**src/rtl/conv1d_pkg.sv**
```systemverilog
// Shared definitions for the 1D convolution engine: sequencer states and
// the default geometry used by the kernel store, MAC and sequencer.
package conv1d_pkg;

  localparam int TAPS_DEF    = 3;
  localparam int LEN_W_DEF   = 16;
  localparam int MAC_LAT_DEF = 2;
  localparam int IDX_W_DEF   = 2;

  typedef enum logic [2:0] {
    IDLE,
    LOAD_K,
    FILL,
    RUN,
    FLUSH,
    DONE
  } state_t;

endpackage

```
**src/rtl/conv1d_sequencer_if.sv**
```systemverilog
// Host/datapath-facing control bundle of the convolution sequencer.
// The sequencer takes the slave view; whoever drives jobs and beats takes master.
interface conv1d_sequencer_if #(
  parameter int LEN_W = conv1d_pkg::LEN_W_DEF,
  parameter int IDX_W = conv1d_pkg::IDX_W_DEF
) ();

  logic             start;
  logic [LEN_W-1:0] n_samples;
  logic             k_valid;
  logic             k_ready;
  logic             k_wr_en;
  logic [IDX_W-1:0] k_wr_idx;
  logic             x_valid;
  logic             x_ready;
  logic             win_shift;
  logic             mac_en;
  logic             y_valid;
  logic             y_last;
  logic             busy;
  logic             done;
  logic             err_len;

  modport master (
    output start, n_samples, k_valid, x_valid,
    input  k_ready, k_wr_en, k_wr_idx, x_ready, win_shift, mac_en,
           y_valid, y_last, busy, done, err_len
  );

  modport slave (
    input  start, n_samples, k_valid, x_valid,
    output k_ready, k_wr_en, k_wr_idx, x_ready, win_shift, mac_en,
           y_valid, y_last, busy, done, err_len
  );

endinterface

```
**src/rtl/conv1d_valid_pipe.sv**
```systemverilog
// DEPTH-stage shift register carrying {last, valid} alongside the MAC,
// so the output strobes line up with the datapath result.
module conv1d_valid_pipe #(
  parameter int DEPTH = conv1d_pkg::MAC_LAT_DEF
) (
  input  logic clk,
  input  logic reset,
  input  logic in_valid,
  input  logic in_last,
  output logic out_valid,
  output logic out_last
);

  logic [1:0] stage [DEPTH];

  // Clearing every stage on reset drops results of an abandoned job in flight.
  always_ff @(posedge clk) begin
    if (reset) begin
      for (int i = 0; i < DEPTH; i++) begin
        stage[i] <= 2'b00;
      end
    end else begin
      stage[0] <= {in_last, in_valid};
      for (int i = 1; i < DEPTH; i++) begin
        stage[i] <= stage[i-1];
      end
    end
  end

  assign out_valid = stage[DEPTH-1][0];
  assign out_last  = stage[DEPTH-1][1];

endmodule

```
**src/rtl/conv1d_sequencer.sv**
```systemverilog
// Control FSM for the 1D convolution engine: kernel load, window fill,
// streaming MAC phase, pipeline flush and job completion.
module conv1d_sequencer
  import conv1d_pkg::*;
#(
  parameter int TAPS    = TAPS_DEF,
  parameter int LEN_W   = LEN_W_DEF,
  parameter int MAC_LAT = MAC_LAT_DEF,
  parameter int IDX_W   = IDX_W_DEF
) (
  input logic              clk,
  input logic              reset,
  conv1d_sequencer_if.slave bus
);

  state_t           state;
  state_t           state_next;
  logic [LEN_W-1:0] n_lat;
  logic [LEN_W-1:0] s_cnt;
  logic [IDX_W-1:0] k_cnt;
  logic             err_q;
  logic             start_ok;
  logic             k_ready;
  logic             x_ready;
  logic             k_wr_en;
  logic             win_shift;
  logic             mac_en;
  logic             last_beat;
  logic             pipe_valid;
  logic             pipe_last;

  assign start_ok = (state == IDLE) && bus.start && (bus.n_samples >= LEN_W'(TAPS));

  always_ff @(posedge clk) begin
    if (reset) begin
      state <= IDLE;
    end else begin
      state <= state_next;
    end
  end

  // Ready lines decode only the registered state; strobes are ready & valid.
  always_comb begin
    state_next = state;
    k_ready    = 1'b0;
    x_ready    = 1'b0;
    k_wr_en    = 1'b0;
    win_shift  = 1'b0;
    mac_en     = 1'b0;
    last_beat  = 1'b0;
    case (state)
      IDLE: begin
        if (start_ok) begin
          state_next = LOAD_K;
        end
      end
      LOAD_K: begin
        k_ready = 1'b1;
        k_wr_en = bus.k_valid;
        if (bus.k_valid && (k_cnt == IDX_W'(TAPS - 1))) begin
          state_next = (TAPS > 1) ? FILL : RUN;
        end
      end
      FILL: begin
        x_ready   = 1'b1;
        win_shift = bus.x_valid;
        if (bus.x_valid && (s_cnt == LEN_W'(TAPS - 2))) begin
          state_next = RUN;
        end
      end
      RUN: begin
        x_ready   = 1'b1;
        win_shift = bus.x_valid;
        mac_en    = bus.x_valid;
        last_beat = bus.x_valid && (s_cnt == (n_lat - LEN_W'(1)));
        if (last_beat) begin
          state_next = FLUSH;
        end
      end
      FLUSH: begin
        if (pipe_last) begin
          state_next = DONE;
        end
      end
      DONE: begin
        state_next = IDLE;
      end
      default: begin
        state_next = IDLE;
      end
    endcase
  end

  // s_cnt counts samples from the first FILL beat, so index N-1 marks the last.
  always_ff @(posedge clk) begin
    if (reset) begin
      n_lat <= '0;
      s_cnt <= '0;
      k_cnt <= '0;
      err_q <= 1'b0;
    end else begin
      err_q <= (state == IDLE) && bus.start && (bus.n_samples < LEN_W'(TAPS));
      if (start_ok) begin
        n_lat <= bus.n_samples;
        s_cnt <= '0;
        k_cnt <= '0;
      end else if (k_wr_en) begin
        k_cnt <= (k_cnt == IDX_W'(TAPS - 1)) ? '0 : k_cnt + IDX_W'(1);
      end else if (win_shift) begin
        s_cnt <= s_cnt + LEN_W'(1);
      end
    end
  end

  conv1d_valid_pipe #(
    .DEPTH (MAC_LAT)
  ) u_valid_pipe (
    .clk       (clk),
    .reset     (reset),
    .in_valid  (mac_en),
    .in_last   (last_beat),
    .out_valid (pipe_valid),
    .out_last  (pipe_last)
  );

  assign bus.k_ready   = k_ready;
  assign bus.x_ready   = x_ready;
  assign bus.k_wr_en   = k_wr_en;
  assign bus.k_wr_idx  = k_cnt;
  assign bus.win_shift = win_shift;
  assign bus.mac_en    = mac_en;
  assign bus.y_valid   = pipe_valid;
  assign bus.y_last    = pipe_last;
  assign bus.busy      = (state != IDLE);
  assign bus.done      = (state == DONE);
  assign bus.err_len   = err_q;

endmodule

```
**src/flat_wrapper.sv**
```systemverilog
// flat-port wrapper written by rule: the top's interface ports become plain ports
module conv1d_sequencer_flat import conv1d_pkg::*;
#(
  parameter int TAPS    = TAPS_DEF,
  parameter int LEN_W   = LEN_W_DEF,
  parameter int MAC_LAT = MAC_LAT_DEF,
  parameter int IDX_W   = IDX_W_DEF
)
  (clk, reset, bus_start, bus_n_samples, bus_k_valid, bus_x_valid, bus_k_ready, bus_k_wr_en, bus_k_wr_idx, bus_x_ready, bus_win_shift, bus_mac_en, bus_y_valid, bus_y_last, bus_busy, bus_done, bus_err_len);
  conv1d_sequencer_if #(.LEN_W(LEN_W), .IDX_W(IDX_W)) bus_i ();
  input logic clk;
  input logic reset;
  input wire logic [$bits(bus_i.start)-1:0] bus_start;
  input wire logic [$bits(bus_i.n_samples)-1:0] bus_n_samples;
  input wire logic [$bits(bus_i.k_valid)-1:0] bus_k_valid;
  input wire logic [$bits(bus_i.x_valid)-1:0] bus_x_valid;
  output wire logic [$bits(bus_i.k_ready)-1:0] bus_k_ready;
  output wire logic [$bits(bus_i.k_wr_en)-1:0] bus_k_wr_en;
  output wire logic [$bits(bus_i.k_wr_idx)-1:0] bus_k_wr_idx;
  output wire logic [$bits(bus_i.x_ready)-1:0] bus_x_ready;
  output wire logic [$bits(bus_i.win_shift)-1:0] bus_win_shift;
  output wire logic [$bits(bus_i.mac_en)-1:0] bus_mac_en;
  output wire logic [$bits(bus_i.y_valid)-1:0] bus_y_valid;
  output wire logic [$bits(bus_i.y_last)-1:0] bus_y_last;
  output wire logic [$bits(bus_i.busy)-1:0] bus_busy;
  output wire logic [$bits(bus_i.done)-1:0] bus_done;
  output wire logic [$bits(bus_i.err_len)-1:0] bus_err_len;
  assign bus_i.start = bus_start;
  assign bus_i.n_samples = bus_n_samples;
  assign bus_i.k_valid = bus_k_valid;
  assign bus_i.x_valid = bus_x_valid;
  assign bus_k_ready = bus_i.k_ready;
  assign bus_k_wr_en = bus_i.k_wr_en;
  assign bus_k_wr_idx = bus_i.k_wr_idx;
  assign bus_x_ready = bus_i.x_ready;
  assign bus_win_shift = bus_i.win_shift;
  assign bus_mac_en = bus_i.mac_en;
  assign bus_y_valid = bus_i.y_valid;
  assign bus_y_last = bus_i.y_last;
  assign bus_busy = bus_i.busy;
  assign bus_done = bus_i.done;
  assign bus_err_len = bus_i.err_len;
  conv1d_sequencer #(.TAPS(TAPS), .LEN_W(LEN_W), .MAC_LAT(MAC_LAT), .IDX_W(IDX_W)) u_core (.clk(clk), .reset(reset), .bus(bus_i));
endmodule
```
**config.mk**
```make
export PLATFORM = sky130hd
export DESIGN_NAME = conv1d_sequencer_flat
export DESIGN_NICKNAME = d
export VERILOG_FILES = /design/src/rtl/conv1d_pkg.sv /design/src/rtl/conv1d_sequencer_if.sv /design/src/rtl/conv1d_valid_pipe.sv /design/src/rtl/conv1d_sequencer.sv /design/src/flat_wrapper.sv
export SDC_FILE = /design/constraint.sdc
export NUM_CORES = 1
export LEC_CHECK = 0
export CORE_ASPECT_RATIO = 1.2
export CORE_UTILIZATION = 49
export DETAILED_ROUTE_END_ITERATION = 8
export MAX_ROUTING_LAYER = met4
export PLACE_DENSITY = 0.76
export SLEW_MARGIN = 20
export SYNTH_ARGS = -nofsm -noshare
export SYNTH_HDL_FRONTEND = slang
export SYNTH_SLANG_ARGS = --single-unit
```
**constraint.sdc**
```tcl
create_clock -name clk -period 2.2 [get_ports clk]
set_input_delay 0.33 -clock clk [delete_from_list [all_inputs] [get_ports clk]]
set_output_delay 0.33 -clock clk [all_outputs]
set_load 0.02 [all_outputs]
```
; After elaboration in Yosys (flattened, before gate mapping)
; Memory sizes are Yosys's and may differ from the RTL's.
; Cells that the tools add are included.
[totals]
regBits = 38
latchBits = 0
ramBits = 4
romBits = 0
in_bits = 21
out_inout_bits = 12
wordCells = 57
mem_count = 1
[memory_table]
columns = memory, depth, word_bits, read_ports, rd_clocked_by_memory_dff, wr, line_no
row1 = u_core.u_valid_pipe.stage, 2, 2, 2, 0, 2, conv1d_valid_pipe.sv:14  ; logic [1:0] stage [DEPTH];
[classes]
add_sub_neg = 3
multipliers = 0
div = 0
order_cmp = 2
eq_ne = 13
shifts = 0
n_mux = 18
bitwise = 3
n_reduce_logical = 12
[ops]
columns = op, n
row1 = $add 16x1->16 const B, 1
row2 = $eq 16x1->1 const B, 1
row3 = $eq 16x16->1, 1
row4 = $ge 16x2->1 const B, 1
row5 = $lt 16x2->1 const B, 1
row6 = $sub 16x1->16 const B, 1
row7 = $mux 3, 5
row8 = $pmux 3 s5, 1
row9 = $mux 1, 9
row10 = $ne 2x1->1 const B, 4
row11 = $eq 3x2->1 const B, 2
row12 = $eq 3x3->1 const B, 2
row13 = $logic_and 1x1->1, 6
row14 = $mux 2, 3
row15 = $reduce_and 5->1, 1
row16 = $reduce_or 2->1, 2
row17 = $eq 3x1->1 const B, 1
row18 = $logic_not 3->1, 1
row19 = $reduce_bool 3->1, 1
row20 = $add 2x1->2 const B, 1
row21 = $eq 2x2->1 const B, 1
row22 = $ne 2x2->1 const B, 1
row23 = $or 1x1->1, 2
row24 = $reduce_and 2->1, 1
row25 = $not 1->1, 1

; Depth between registers and ports, before layout
; Gate-level depths: netlist (run 1).
[logic_depth]
word_depth = 5
depth_mapped = 8
mapped_depth_nobuf = 8

; Modules after synthesis
; From an unflattened synthesis (run 1), not the netlist that was laid out.
[unflattened]
hier_cells = 283
area_unflattened_um2 = 2374.8
[modules_own_cells]
columns = mod, n_inst, cells_each, area_each_um2, seq_area_each_um2
row1 = conv1d_sequencer, 1, 275, 2269.7, 760.7
row2 = conv1d_valid_pipe, 1, 8, 105.1, 80.1

; Least setup slack after synthesis (run 1)
; OpenSTA, ideal clock, no wires.
[synth_path]
path_kind = register to register
start = reg u_core.n_lat[2]
end = reg u_core.state[1]
setup_time_ns = 0.117
arrival_time_ns = 2.220
required_ns = 2.083
path_slack_ns = -0.137
path_stages_with_launch = 8
n_path_buf = 1
period_less_slack_ns = 2.337
cell_sequence = dfxtp_1 > buf_6 > or4_4 > nor4_1 > xnor2_1 > nand3_1 > or4_4 > a22o_1
[synth_between]
elab_chain_len = 5
[synth_rtl]
columns = element, line_no
row1 = "start, declared", conv1d_sequencer.sv:18  ; logic [LEN_W-1:0] n_lat;
row2 = "start signal, assigned", conv1d_sequencer.sv:104  ; n_lat <= bus.n_samples;
row3 = $sub 16x1->16, conv1d_sequencer.sv:75  ; last_beat = bus.x_valid && (s_cnt == (n_lat - LEN_W'(1)));
row4 = $eq 16x16->1, conv1d_sequencer.sv:75
row5 = $logic_and 1x1->1, conv1d_sequencer.sv:75
row6 = $ne 2x1->1 (no source line), -
row7 = $reduce_and 5->1 (no source line), -
row8 = "end signal, assigned", conv1d_sequencer.sv:38  ; state <= state_next;
row9 = "end, declared", conv1d_sequencer.sv:16  ; state_t state;
; No other way between the ends.
; A chain may end at the register's enable or synchronous reset.

; Final worst setup path (run 1)
[layout_path]
start = reg u_core.n_lat[7]
end = reg u_core.state[0]
; Same word-level chain as after synthesis.

==> impl_metrics.tcl, run 1 <==
set metrics [dict create \
    worstPathArrival_ns 2.42 \
    critPathKind "reg -> reg" \
    drtPass1Iterations 4 \
    grt_usage_pct 26.0 \
    cts_sinks 42 \
    hpwl_microns 4290 \
    power_density_nw_per_um2 586 \
    cpMostUsedCell "or4_4" \
    grt_pass1_wl_microns 9830 \
    ys_ff_latch 42 \
    port_buffers 32 \
    viasPerCell 5.53 \
    synth_area_leaders "dfxtp_1, nor2_1, mux2i_1" \
    ant_nets 0 \
    cp_slowest_cell "or4_4" \
    worstSetupStartpoint "u_core.n_lat[7]" \
    place_ws_ns -0.0664 \
    first_global_vias 2134 \
    overflow 0 \
    grt_max_degree 25 \
    postLayoutCoreUtil_pct 68.0 \
    cts_tree "built" \
    fill_cells 357 \
    finalHoldViolCount 0 \
    leakage_nw 1.23 \
    r2r-start "u_core.n_lat[7]" \
    yosysSeqAreaShare_pct 36.2 \
    tightest_slew_ns 0.403 \
    violations "negative setup slack" \
    antenna_found_initial 0 \
    via_count 2142 \
    cts.path.max_buffers 2 \
    worstHoldStart "u_core.u_valid_pipe.stage[0][1]" \
    ir_worst_vdd_mv 0.421 \
    finalWorstSetupSlack_ns -0.0256 \
    syn_area_sq_um 2320 \
    routedWlPerCell_microns 15.2 \
    io_pins 33 \
    finalCriticalPeriod_ns 2.23 \
    fin_skew_ns 0.00616 \
    dieArea_sq_um 5020 \
    syn2layout_area_growth_pct 33.5 \
    synth-warning-count 0 \
    cts_buffers 5 \
    initial_core_util_pct 50.9 \
    clk_pin_slew_ns 0.08 \
    cpPeakStageDelay_ns 0.55 \
    hp-class "reg -> reg" \
    drt_iter0_markers 89 \
    diodes 0 \
    synth_top_area_share_pct 36.2 \
    status "finished, violations left" \
    finalCritPeriodShare_pct 101 \
    synth_cell_types 51 \
    path_max_fanout 4 \
    clock.fmax_ghz 0.449 \
    synth_flop_cell "dfxtp_1" \
    die_w_microns 64.8 \
    clk_latency_ns 0.30 \
    rows 27 \
    crit_required_ns 2.40 \
    core-area_sq_um 4560 \
    htree_levels 2 \
    cts-root-buf "clkbuf_8" \
    avgSynthCellArea_sq_um 8.41 \
    final_cell_mix "nor2_1, dfxtp_1, clkdlybuf4s50_1" \
    gp_congestion 0.929 \
    synth_edf_count 0 \
    synthCells 276 \
    layout_commonest_cell "nor2_1" \
    setup_viol 2 \
    slew_headroom_pct 72.9 \
    cap_violations 0 \
    final_nets 352 \
    drc 0 \
    cp_cell_sequence "or4_4, nor4_4, xnor2_1, nand3_1, or4_4, o21a_1" \
    drive_gt1_share_pct 18.8 \
    yosysTopAreaCell "dfxtp_1" \
    endpoint_kind "flip-flop" \
    fp.dieH_microns 77.4 \
    finalMaxSlewViolations 0 \
    cp-start-kind "flip-flop" \
    rsz0062_at_grt "yes" \
    finalWirelength_microns 5860 \
    synth_nets 300 \
    async_reset_ff_share_pct 0 \
    r2r_setup_slack_ns -0.03 \
]
## cells in the mapped netlist (all sizes together), types with 2 or more instances
cell type	n
dfxtp	42
xor2	18
nor2b	2
nand2b	3
nand3b	2
a211oi	2
nand2	18
ha	3
and3	2
clkbuf	11
o21ai	5
nor4	11
nand4	6
inv	6
nor3	10
a21oi	6
or4	4
a31oi	2
xnor2	18
nand3	13
o211ai	2
nor4b	2
and2	3
buf	4
nor2	48
mux2i	16
## critical path, delay by kind of cell (launching register included)
kind / cells / cell delay [ns]
XOR/XNOR: 1 / 0.15
flip-flops: 1 / 0.34
AO/OA/AOI/OAI: 1 / 0.20
AND/OR/NAND/NOR: 4 / 1.44
## sequential cells by signal, summed over array words and instances (netlist names)
register / flops
u_core.n_lat: 16
u_core.s_cnt: 16
u_core.u_valid_pipe.stage: 4
u_core.state: 3
u_core.bus.k_wr_idx: 2
u_core.bus.err_len: 1
## through the flow
| stage | power, mW | hold slack [ns] | std cells | TNS, ns | cell area (sq um) |
|---|---|---|---|---|---|
| after floorplan | 1.06 | 0.414 | 276 | 0 | 2350 |
| after global placement | 1.19 | 0.435 | 376 | -0.0799 | 2890 |
| after detailed placement | 1.20 | 0.429 | 376 | -0.124 | 2890 |
| after CTS | 1.81 | 0.457 | 386 | 0 | 3060 |
| after global routing | 1.89 | 0.472 | 387 | -0.116 | 3100 |
| final | 1.82 | 0.455 | 387 | -0.0446 | 3100 |
## kinds of logic after synthesis
group / Yosys count / synth area share (%)
AND/OR/NAND/NOR: 130 / 29.4
flip-flops: 42 / 36.2
multiplexers: 17 / 7.38
adder cells (fa/ha/maj): 3 / 1.62
XOR/XNOR: 36 / 13.6
AO/OA/AOI/OAI: 27 / 7.87
buffers and inverters: 21 / 3.93
## timing repair
item,in CTS,in global routing
endpoints found under the setup margin,2,5
buffers inserted,2,1
hold buffers,0,0
pin swaps,5,2
gates resized for setup,17,7
## path summary, 6_finish.rpt
check | endpoint | cells after the start
setup / recovery | u_core.state[0] | 6
hold / removal | u_core.u_valid_pipe.stage[0][3] | 1
setup reg to reg | u_core.state[0] | 6
hold reg to reg | u_core.u_valid_pipe.stage[0][3] | 1
## area by class of cell
type                       instances  area (sq um)  share of cell area (%)
multi-input combinational        213          1480                    47.8
sequential                        42           857                    27.7
timing repair buffer              60           556                    17.9
tap                               58          72.6                    2.34
clock buffer                       5          68.8                    2.22
clock inverter                     3          40.0                    1.29
inverter                           6          22.5                   0.727
## routing by layer
layer / share of wire, % / GRT usage (%)
met5: 0 / -
met3: 4.4 / 4.85
met1: 41 / 28.7
met2: 52 / 44.5
met4: 2.6 / 11.6
## report_power, final
group	total [mW]	switching [mW]	internal (mW)
logic	0.404	0.193	0.210
clock network	0.598	0.264	0.334
registers	0.816	0.0332	0.783
total	1.82	0.490	1.33
Power figures use the tool's default switching activity.
==> inputs of run 2 (changes only) <==
- CTS_CLUSTER_DIAMETER: default -> 40
- SKIP_CTS_REPAIR_TIMING: default -> 1
- SLEW_MARGIN: 20 -> default
==> run 2 against run 1 <==
The flow still finishes with violations (negative setup slack). Power decreased by 0.34%. Sequential power barely moved. Die area stayed put. Via count is 0.61% higher. Register-to-register slack is essentially flat. Worst hold slack barely moved. Largest cell class unchanged.
==> impl_metrics.tcl, run 2 (synthesis gave the netlist of run 1 again) <==
set metrics [dict create \
    status "finished, violations left" \
    violations "negative setup slack" \
    io_pins 33 \
    rsz0062_at_grt "yes" \
    hp-class "reg -> reg" \
    path_max_fanout 4 \
    setup_viol 2 \
    initial_core_util_pct 50.9 \
    htree_levels 2 \
    finalHoldViolCount 0 \
    routedWlPerCell_microns 15.3 \
    port_buffers 32 \
    cts.path.max_buffers 2 \
    die_w_microns 64.8 \
    cp-start-kind "flip-flop" \
    worstPathArrival_ns 2.43 \
    grt_pass1_wl_microns 9630 \
    clock.fmax_ghz 0.448 \
    ir_worst_vdd_mv 0.418 \
    diodes 0 \
    antenna_found_initial 0 \
    overflow 0 \
    grt_max_degree 25 \
    drive_gt1_share_pct 17.7 \
    cts-root-buf "clkbuf_8" \
    cp_cell_sequence "buf_4, nor3_2, a21boi_2, o21bai_1, a221o_1, or4_4, a22o_1" \
    cap_violations 0 \
    first_global_vias 2099 \
    crit_required_ns 2.39 \
    stdcell_area_sq_um 3080 \
    cts_tree "built" \
    drc 0 \
    post-place-cells 376 \
    core-area_sq_um 4560 \
    cts_buffers 5 \
    gp_congestion 0.929 \
    finalWorstSetupSlack_ns -0.0345 \
    drtPass1Iterations 4 \
    finalCriticalPeriod_ns 2.23 \
    via_count 2155 \
    cts_sinks 42 \
    power_density_nw_per_um2 588 \
    postLayoutCoreUtil_pct 67.5 \
    slew_headroom_pct 72.8 \
    final_cell_mix "nor2_1, dfxtp_1, clkdlybuf4s50_1" \
    leakage_nw 1.22 \
    reg.largest.list "u_core.n_lat (16), u_core.s_cnt (16), u_core.u_valid_pipe.stage (4)" \
    final_nets 351 \
    fill_cells 370 \
    critPathKind "reg -> reg" \
    fp.dieH_microns 77.4 \
    endpoint_kind "flip-flop" \
    grt_usage_pct 25.4 \
    dieArea_sq_um 5020 \
    drt_iter0_markers 94 \
    cpPeakStageDelay_ns 0.55 \
    tightest_slew_ns 0.402 \
    clk_pin_slew_ns 0.08 \
    post_dp_cell_area_sq_um 2890 \
    cp_slowest_cell "or4_4" \
    clk_latency_ns 0.29 \
    syn2layout_area_growth_pct 32.7 \
    finalMaxSlewViolations 0 \
    rows 27 \
    layout_commonest_cell "nor2_1" \
    finalCritPeriodShare_pct 102 \
    finalWirelength_microns 5920 \
    fin_cells 386 \
    viasPerCell 5.58 \
    fin_skew_ns 0.00608 \
    ant_nets 0 \
    hpwl_microns 4290 \
]
run 2: cell types whose count changed in the layout (fill, tap and decap cells not counted), sizes merged:
cell / before / now
buf: 28 / 27
run 2: cell type report:
| type | count | area (sq um) | area share [%] |
|---|---|---|---|
| inverter | 6 | 22.5 | 0.731 |
| tap | 58 | 72.6 | 2.36 |
| multi-input combinational | 213 | 1460 | 47.5 |
| clock buffer | 5 | 68.8 | 2.23 |
| timing repair buffer | 59 | 561 | 18.2 |
| clock inverter | 3 | 40.0 | 1.30 |
| sequential | 42 | 853 | 27.7 |
run 2: path summary, 6_finish.rpt:
path | cells past startpoint | slack, ns | start | end
min | 1 | 0.45 | u_core.u_valid_pipe.stage[0][1] | u_core.u_valid_pipe.stage[0][3]
max reg2reg | 7 | -0.03 | u_core.n_lat[0] | u_core.state[1]
min reg2reg | 1 | 0.45 | u_core.u_valid_pipe.stage[0][1] | u_core.u_valid_pipe.stage[0][3]
max | 7 | -0.03 | u_core.n_lat[0] | u_core.state[1]
run 2: per-layer routing:
metal,track usage [%],routed length [microns],vias to the layer above
met5,-,0,-
met1,28.9,2460,1014
met2,43.2,3070,53
met3,4.26,205,22
met4,10.7,185,0
li1,-,-,1066
run 2: critical path, delay by kind of cell (launching register included):
kind,cells,cell delay (ns)
AO/OA/AOI/OAI,4,0.83
AND/OR/NAND/NOR,2,0.80
flip-flops,1,0.36
buffers and inverters,1,0.15
run 2: power breakdown:
part	switching, mW	internal (mW)	total (mW)
registers	0.0339	0.783	0.817
logic	0.191	0.207	0.398
clock network	0.262	0.334	0.596
total	0.487	1.32	1.81
run 2: stage by stage:
step	total power [mW]	worst slack (ns)	TNS (ns)	hold slack (ns)
after floorplan	1.06	0.000511	0	0.414
after CTS	1.79	-0.0915	-0.172	0.457
after global placement	1.19	-0.0473	-0.0799	0.435
final	1.81	-0.0345	-0.0606	0.455
after detailed placement	1.20	-0.0664	-0.124	0.429
after global routing	1.88	-0.146	-0.365	0.472
